File: config.mk
export PLATFORM = sky130hd
export DESIGN_NAME = ps2_host_tx
export DESIGN_NICKNAME = d
export VERILOG_FILES = /design/src/rtl/ps2_host_tx.sv
export SDC_FILE = /design/constraint.sdc
export NUM_CORES = 1
export LEC_CHECK = 0
export BUFFER_PORTS_ARGS = -buffer_cell sky130_fd_sc_hd__buf_2
export CORE_ASPECT_RATIO = 0.6
export CORE_UTILIZATION = 50
export CTS_BUF_LIST = sky130_fd_sc_hd__clkbuf_2 sky130_fd_sc_hd__clkbuf_4 sky130_fd_sc_hd__clkbuf_8
export CTS_CLUSTER_DIAMETER = 30
export DETAILED_ROUTE_END_ITERATION = 10
export GPL_ROUTABILITY_DRIVEN = 0
export PLACE_DENSITY_LB_ADDON = 0.12
export SYNTH_ARGS = -nofsm -noshare
export SYNTH_HDL_FRONTEND = slang
export SYNTH_SLANG_ARGS = --single-unit
File: constraint.sdc
create_clock -name clk -period 4.5 [get_ports clk]
set_input_delay 0.675 -clock clk [delete_from_list [all_inputs] [get_ports clk]]
set_output_delay 0.675 -clock clk [all_outputs]
set_load 0.02 [all_outputs]
File: src/rtl/ps2_host_tx.sv
// ps2_host_tx -- PS/2 host-to-device command transmitter.
//
// This block sends one command byte to the device over the open-drain PS2Clk
// and PS2Data lines. The top level turns each *_oe output into a pull-down,
// where oe=1 drives the line low and oe=0 releases it to the pull-up.
// While `busy` is high the PS/2 receive path ignores the lines.
//
// Ports:
//   clk          in   system clock (100 MHz)
//   rst          in   asynchronous reset, active high
//   tx_data[7:0] in   byte to send, sampled when tx_start is accepted
//   tx_start     in   single-cycle request, ignored while busy
//   ps2_clk_i    in   raw PS2Clk pad (asynchronous)
//   ps2_data_i   in   raw PS2Data pad (asynchronous)
//   ps2_clk_oe   out  1 = drive PS2Clk low
//   ps2_data_oe  out  1 = drive PS2Data low
//   busy         out  transfer in progress
//   done         out  one-cycle pulse at the end of a transfer
//   ack_ok       out  device acknowledged the last transfer
//   err_timeout  out  the last transfer timed out
//
// State    | meaning
// ---------+-------------------------------------------------------------
// IDLE     | lines released, waiting for tx_start
// INHIBIT  | PS2Clk held low for INHIBIT_CYCLES
// REQ      | PS2Clk and PS2Data both low for 16 cycles (request to send)
// SEND     | PS2Clk released; one frame bit shifted per device falling edge
// WAIT_REL | waiting for the device to release both lines
// DONE     | one-cycle completion pulse

module ps2_host_tx #(
  parameter int INHIBIT_CYCLES       = 12000,
  parameter int START_TIMEOUT_CYCLES = 1500000,
  parameter int XFER_TIMEOUT_CYCLES  = 200000
) (
  input  logic       clk,
  input  logic       rst,
  input  logic [7:0] tx_data,
  input  logic       tx_start,
  input  logic       ps2_clk_i,
  input  logic       ps2_data_i,
  output logic       ps2_clk_oe,
  output logic       ps2_data_oe,
  output logic       busy,
  output logic       done,
  output logic       ack_ok,
  output logic       err_timeout
);

  localparam int REQ_CYCLES = 16;
  localparam int MAX_A = (INHIBIT_CYCLES > START_TIMEOUT_CYCLES) ? INHIBIT_CYCLES
                                                                 : START_TIMEOUT_CYCLES;
  localparam int MAX_B = (MAX_A > XFER_TIMEOUT_CYCLES) ? MAX_A : XFER_TIMEOUT_CYCLES;
  localparam int MAX_C = (MAX_B > REQ_CYCLES) ? MAX_B : REQ_CYCLES;
  localparam int CW    = $clog2(MAX_C + 1);

  localparam logic [CW-1:0] INH_LOAD   = CW'(INHIBIT_CYCLES - 1);
  localparam logic [CW-1:0] REQ_LOAD   = CW'(REQ_CYCLES - 1);
  localparam logic [CW-1:0] START_LOAD = CW'(START_TIMEOUT_CYCLES - 1);
  localparam logic [CW-1:0] XFER_LOAD  = CW'(XFER_TIMEOUT_CYCLES - 1);
  localparam logic [3:0]    LAST_BIT   = 4'd10;

  typedef enum logic [2:0] {
    IDLE     = 3'd0,
    INHIBIT  = 3'd1,
    REQ      = 3'd2,
    SEND     = 3'd3,
    WAIT_REL = 3'd4,
    DONE     = 3'd5
  } state_t;

  state_t        state_q, state_d;
  logic [CW-1:0] cnt_q, cnt_d;
  logic [3:0]    n_q, n_d;
  logic [10:0]   frame_q, frame_d;
  logic          ack_q, ack_d;
  logic          err_q, err_d;
  logic          clk_oe_q, clk_oe_d;
  logic          data_oe_q, data_oe_d;
  logic          busy_q, busy_d;
  logic          done_q, done_d;

  logic clk_s1_q, clk_s2_q, clk_prev_q;
  logic data_s1_q, data_s2_q;
  logic clk_fall;

  // Synchronizers reset to the idle-high line level so that leaving reset
  // cannot produce a false falling edge.
  always_ff @(posedge clk or posedge rst) begin
    if (rst) begin
      clk_s1_q   <= 1'b1;
      clk_s2_q   <= 1'b1;
      clk_prev_q <= 1'b1;
      data_s1_q  <= 1'b1;
      data_s2_q  <= 1'b1;
    end else begin
      clk_s1_q   <= ps2_clk_i;
      clk_s2_q   <= clk_s1_q;
      clk_prev_q <= clk_s2_q;
      data_s1_q  <= ps2_data_i;
      data_s2_q  <= data_s1_q;
    end
  end

  assign clk_fall = clk_prev_q & ~clk_s2_q;

  always_ff @(posedge clk or posedge rst) begin
    if (rst) begin
      state_q   <= IDLE;
      cnt_q     <= '0;
      n_q       <= '0;
      frame_q   <= '0;
      ack_q     <= 1'b0;
      err_q     <= 1'b0;
      clk_oe_q  <= 1'b0;
      data_oe_q <= 1'b0;
      busy_q    <= 1'b0;
      done_q    <= 1'b0;
    end else begin
      state_q   <= state_d;
      cnt_q     <= cnt_d;
      n_q       <= n_d;
      frame_q   <= frame_d;
      ack_q     <= ack_d;
      err_q     <= err_d;
      clk_oe_q  <= clk_oe_d;
      data_oe_q <= data_oe_d;
      busy_q    <= busy_d;
      done_q    <= done_d;
    end
  end

  always_comb begin
    state_d = state_q;
    cnt_d   = cnt_q;
    n_d     = n_q;
    frame_d = frame_q;
    ack_d   = ack_q;
    err_d   = err_q;

    case (state_q)
      IDLE: begin
        if (tx_start) begin
          // frame bit n: 0 = start, 1..8 = data LSB first, 9 = odd parity, 10 = stop
          frame_d = {1'b1, ~^tx_data, tx_data, 1'b0};
          ack_d   = 1'b0;
          err_d   = 1'b0;
          cnt_d   = INH_LOAD;
          state_d = INHIBIT;
        end
      end

      INHIBIT: begin
        if (cnt_q == '0) begin
          cnt_d   = REQ_LOAD;
          state_d = REQ;
        end else begin
          cnt_d = cnt_q - 1'b1;
        end
      end

      REQ: begin
        if (cnt_q == '0) begin
          cnt_d   = START_LOAD;
          n_d     = '0;
          state_d = SEND;
        end else begin
          cnt_d = cnt_q - 1'b1;
        end
      end

      SEND: begin
        if (clk_fall && (n_q == '0)) begin
          // First device edge restarts the timer with the whole-transfer budget.
          cnt_d = XFER_LOAD;
          n_d   = 4'd1;
        end else if (cnt_q == '0) begin
          err_d   = 1'b1;
          ack_d   = 1'b0;
          state_d = DONE;
        end else begin
          cnt_d = cnt_q - 1'b1;
          if (clk_fall) begin
            if (n_q == LAST_BIT) begin
              ack_d   = ~data_s2_q;
              state_d = WAIT_REL;
            end else begin
              n_d = n_q + 4'd1;
            end
          end
        end
      end

      WAIT_REL: begin
        if (clk_s2_q && data_s2_q) begin
          state_d = DONE;
        end else if (cnt_q == '0) begin
          err_d   = 1'b1;
          ack_d   = 1'b0;
          state_d = DONE;
        end else begin
          cnt_d = cnt_q - 1'b1;
        end
      end

      DONE: begin
        state_d = IDLE;
      end

      default: begin
        state_d = IDLE;
      end
    endcase

    // Pad controls and status flags are decoded from the next state and
    // registered, so they line up with state_q and never glitch.
    clk_oe_d  = (state_d == INHIBIT) || (state_d == REQ);
    data_oe_d = (state_d == REQ) || ((state_d == SEND) && !frame_d[n_d]);
    busy_d    = (state_d != IDLE);
    done_d    = (state_d == DONE);
  end

  assign ps2_clk_oe  = clk_oe_q;
  assign ps2_data_oe = data_oe_q;
  assign busy        = busy_q;
  assign done        = done_q;
  assign ack_ok      = ack_q;
  assign err_timeout = err_q;

endmodule

Word-level counts from Yosys, hierarchy flattened --
Index checks and enable logic that the tools add are counted.
Storage, ports and cells: register bits 50, input port bits 13, output and inout bits 6
Cells by class: add/sub/neg operators 2, magnitude comparators 1, eq/ne operators 15, multiplexer cells 39, bitwise gates (word level) 3, reductions and logical operators 16
Operators by type and width (count):
- $mux W21 | 6
- $pmux W21 S5 | 1
- $mux W3 | 9
- $mux W11 | 2
- $logic_not A21 Y1 | 1
- $sub A21 B1 Y21 const B | 1
- $mux W4 | 5
- $pmux W3 S5 | 1
- $eq A3 B2 Y1 const B | 4
- $mux W1 | 11
- $ne A2 B2 Y1 const B | 4
- $pmux W4 S2 | 1
- $reduce_xnor A8 Y1 | 1
- $reduce_and A7 Y1 | 1
- $eq A3 B1 Y1 const B | 2
- $eq A3 B3 Y1 const B | 2
- $ne A3 B3 Y1 const B | 2
- $pmux W1 S3 | 2
- $reduce_bool A3 Y1 | 2
- $lt A4 B5 Y1 const B | 1
- $reduce_bool A5 Y1 | 1
- $add A4 B1 Y4 const B | 1
- $bmux W1 S4 | 1
- $eq A4 B4 Y1 const B | 1
- other kinds (9) | 13

Depth between registers and ports, before layout --
word-level depth 11, mapped depth 12, gate-level depth less buffers 11

Least setup slack after synthesis --
Ideal clock, no wire load.
path kind reg-to-reg, start reg cnt_q[17], end reg data_oe_q, in the netlist ps2_data_oe, library setup time 131 ps, arrival 2441 ps, data required time 4369 ps, setup slack 1928 ps, stages on the path, launching flop included 11, buffers on the path 1, path through dfrtp_1 or3_4 or3_4 nor3_2 inv_2 mux2i_4 or2_1 buf_6 mux2i_1 a221oi_2 a211oi_2
Between the ends: cells in the longest elaborated chain, start to end 9, elaborated cells between the ends (all ways) 19
Ends and longest elaborated chain:
- from (decl) | line 73 | logic [CW-1:0] cnt_q, cnt_d;
- from (signal assigned) | line 121 | cnt_q <= cnt_d;
- $logic_not A21 Y1 *
- $mux W4 | line 177 | end else if (cnt_q == '0) begin
- $mux W4 | line 173 | if (clk_fall && (n_q == '0)) begin
- $pmux W4 S2 | line 141 | case (state_q)
- $bmux W1 S4 | line 218 | data_oe_d = (state_d == REQ) || ((state_d == SEND) && !frame_d[n_d]);
- $mux W1 (not written as such) | line 218
- $logic_not A1 Y1 | line 218
- $logic_and A1 B1 Y1 | line 218
- $logic_or A1 B1 Y1 * | line 218
- named net data_oe_d | line 79 | logic data_oe_q, data_oe_d;
- to (signal assigned) | line 127 | data_oe_q <= data_oe_d;
- to (decl) | line 79
The timed path passes the listed nets; every way through them passes the cells marked *. The select of a mux whose other input is x is not followed. A chain may end at the register's enable or synchronous reset.

Worst setup path after layout --
start reg state_q[2], end reg data_oe_q, in the netlist ps2_data_oe
Between the ends: cells in the longest elaborated chain, start to end 8, elaborated cells between the ends (all ways) 24
Ends and longest elaborated chain:
- from (decl) | line 72 | state_t state_q, state_d;
- from (signal assigned) | line 120 | state_q <= state_d;
- parallel branches: the longest is 7 deep, another holds $pmux W4 S2
- $logic_or A1 B1 Y1 * | line 218
- named net data_oe_d | line 79
Mark *: on every way through the listed nets, which the timed path passes. The select of a mux whose other input is x is not followed.

==> metrics.cfg <==
[synthesis]
synthFlopType=dfrtp_1
synth_common_cells=45 x dfrtp_1, 35 x nor2_1, 30 x nand2_1
yosysTopAreaCell=dfrtp_1
yosysWarningCount=0
netlist.area_leader.share_pct=36.8
synth.ff_latch_count=50
async_flop_share_pct=100
synth_nets=355
ys_types=64
syn_area_mm2=0.00306
synth_area_leaders=dfrtp_1 37%, a21oi_1 4.6%, dfstp_2 4.3%, nor2_1 4.3%, nand2_1 3.7%
ys_seq_area_share_pct=41.1
synth_edf_count=0
synth.avg_cell_area_um2=9.08
yosysMostFrequentCell=dfrtp_1
syn_inst=337

[cts]
cts-root-buf=clkbuf_8
clk_latency_ns=0.31
cts_made_buffers=5
cts_max_level=2
clk_pin_slew_ns=0.09
post-cts-setup-buffer-count=0
clock_path_buffers=2
cts_resized=0
cts.sinks=50
cts_tree=built
cts_hold_buf=0

[pwr]
peakVddDrop_mv=0.182
power_density_mw_per_mm2=398
p_clk_share_pct=28.9
intPower_w=0.000904
power.leakage_nw=1.40
switching_share_pct=30.6
power_w=0.00130
p_sw_w=0.000400
comb_power_share_pct=24.1
pwr-share-seq_pct=47.0

[sta]
layout_setup_ws_ns=1.52
clock-skew-final_ns=0.0101
setup_tns_ns=0
rsz0062_at_grt=false
fmax_mhz=335
hold_slack_ns=0.359
setup-violations-final=0
hold_viol_final=0
period_minus_slack_ns=2.98
worst_pin_slew_ns=1.05
max_slew_margin_pct=29.9
slew_violations=0
post-route-period-util_pct=66.3

[placement]
portBuffers=18
hpwl_um=5280
dpl_worst_slack_ns=1.54

[worst_setup_path]
crit_arrival_ns=3.20
crit_required_ns=4.72
slowest_delay_ns=0.66
cp_slowest_cell=or4_2
worstPathCellList=and3b_1 -> nand2_4 -> or4_2 -> mux2i_4 -> or2_1 -> mux2i_1 -> a221oi_2 -> a211oi_2
path_delay_family=simple AND/OR/NAND/NOR gates
start_kind=flip-flop
critical_path.max_fanout=18
end_kind=flip-flop
path_buf_inv=0
path_class=flip-flop to flip-flop

[finish]
seq_area_mm2=0.00126
antennaDiodeCount=0
areaGrowthSynthToFinish_pct=7.20
final_nets=366
multiInputGateArea_mm2=0.00161
drive_gt1_share_pct=18.3
fin_util_pct=57.3
fill_cells=526

[detailed_routing]
ant_nets=0
routedWlPerCell_um=16.6
wl_um=7120
avgViaCountPerCell=5.87
drtPass1Iterations=5
vias=2518
drtIter0Drc=263
drc=0

[global_route]
grt_overflow_total=0
grt_max_degree=51
gr-usage-all-layers_pct=24.3
antenna_found_initial=0
grt_pass1_wl_um=11800
grt_pass1_vias=2186

[status]
status=complete, no violations

[floorplan]
dieArea_mm2=0.00645
coreArea_mm2=0.00573
row_count=21
start_util_pct=53.4
io_pins=19
fp.dieH_um=62.6
die_width_um=103

[hold_path]
hp-class=flip-flop to flip-flop

[run]
drv_cap=0

-- cells in the final DEF (no fill, tap or decap), types with 3 or more instances in the layout --
cell type  count
buf_2         18
inv_1         14
o22ai_1        3
xnor2_1       10
nand4_1        4
a31oi_1        9
and2_1         5
o31ai_1        4
clkbuf_8       5
o22a_1         3
dfstp_2        5
nor4_1         5
o21ai_0       21
inv_2          3
dfrtp_1       45
nand3_1        9
a21oi_1       28
nand2b_1       3
buf_4          3
or3_1          4
nand2_1       30
ha_1           5
nor2b_1        3
nor2_1        35
mux2_2         9
nor3_1        11
mux2i_1        5
-- power groups by stage --
stage	Combinational (W)	Clock (W)	Sequential [W]
floorplan	0.000246	0	0.000604
finish	0.000314	0.000377	0.000613
global placement	0.000312	0	0.000620
detailed placement	0.000312	0	0.000620
CTS	0.000314	0.000383	0.000611
global route	0.000353	0.000399	0.000626
-- area by class of cell --
cell class,instances,area share [%]
clock buffers,5,2.10
clock inverters,3,2.10
inverters,17,1.95
multi-input cells,253,49.0
flip-flops and latches,50,38.3
well taps,80,3.05
repair buffers,21,3.43
-- cells by family after synthesis --
logic type / after synthesis / synth area share (%)
compound gates: 94 / 20.1
xor+xnor: 12 / 3.44
fa+ha+maj: 5 / 2.04
buf+inv: 34 / 6.54
flops: 50 / 41.1
mux: 15 / 5.69
simple gates: 127 / 21.1
-- state kept, by name, indices dropped and copies added (netlist names) --
name / flops
data_s2_q: 1
err_timeout: 1
ack_ok: 1
cnt_q: 21
frame_q: 11
ps2_clk_oe: 1
clk_s1_q: 1
data_s1_q: 1
state_q: 3
clk_prev_q: 1
done: 1
n_q: 4
ps2_data_oe: 1
clk_s2_q: 1
busy: 1
-- final timing paths --
path                               endpoint  slack, ns       start  depth (start not counted)
worst max register to register  ps2_data_oe       1.52  state_q[2]                          8
worst min register to register    data_s2_q       0.36   data_s1_q                          0
min in group asynchronous        frame_q[8]       0.61         rst                          2
worst min-delay path              data_s2_q       0.36   data_s1_q                          0
worst max-delay path            ps2_data_oe       1.52  state_q[2]                          8
max in group asynchronous        state_q[0]       3.23         rst                          2
-- through the flow --
step           area [µm²]  std cells
6_report             3280        429
5_1_grt              3280        429
4_1_cts              3280        429
3_5_place_dp         3140        421
3_3_place_gp         3140        421
2_1_floorplan        3060        337
-- layer usage --
metal	share of wire (%)	GRT usage, %	vias to the layer above
li1	-	-	1222
met1	54	42.3	1174
met2	34	27.1	112
met3	11	8.05	10
met4	0.91	5.11	0
met5	0	0	-
Note: power is estimated with default switching activity, not from simulation.
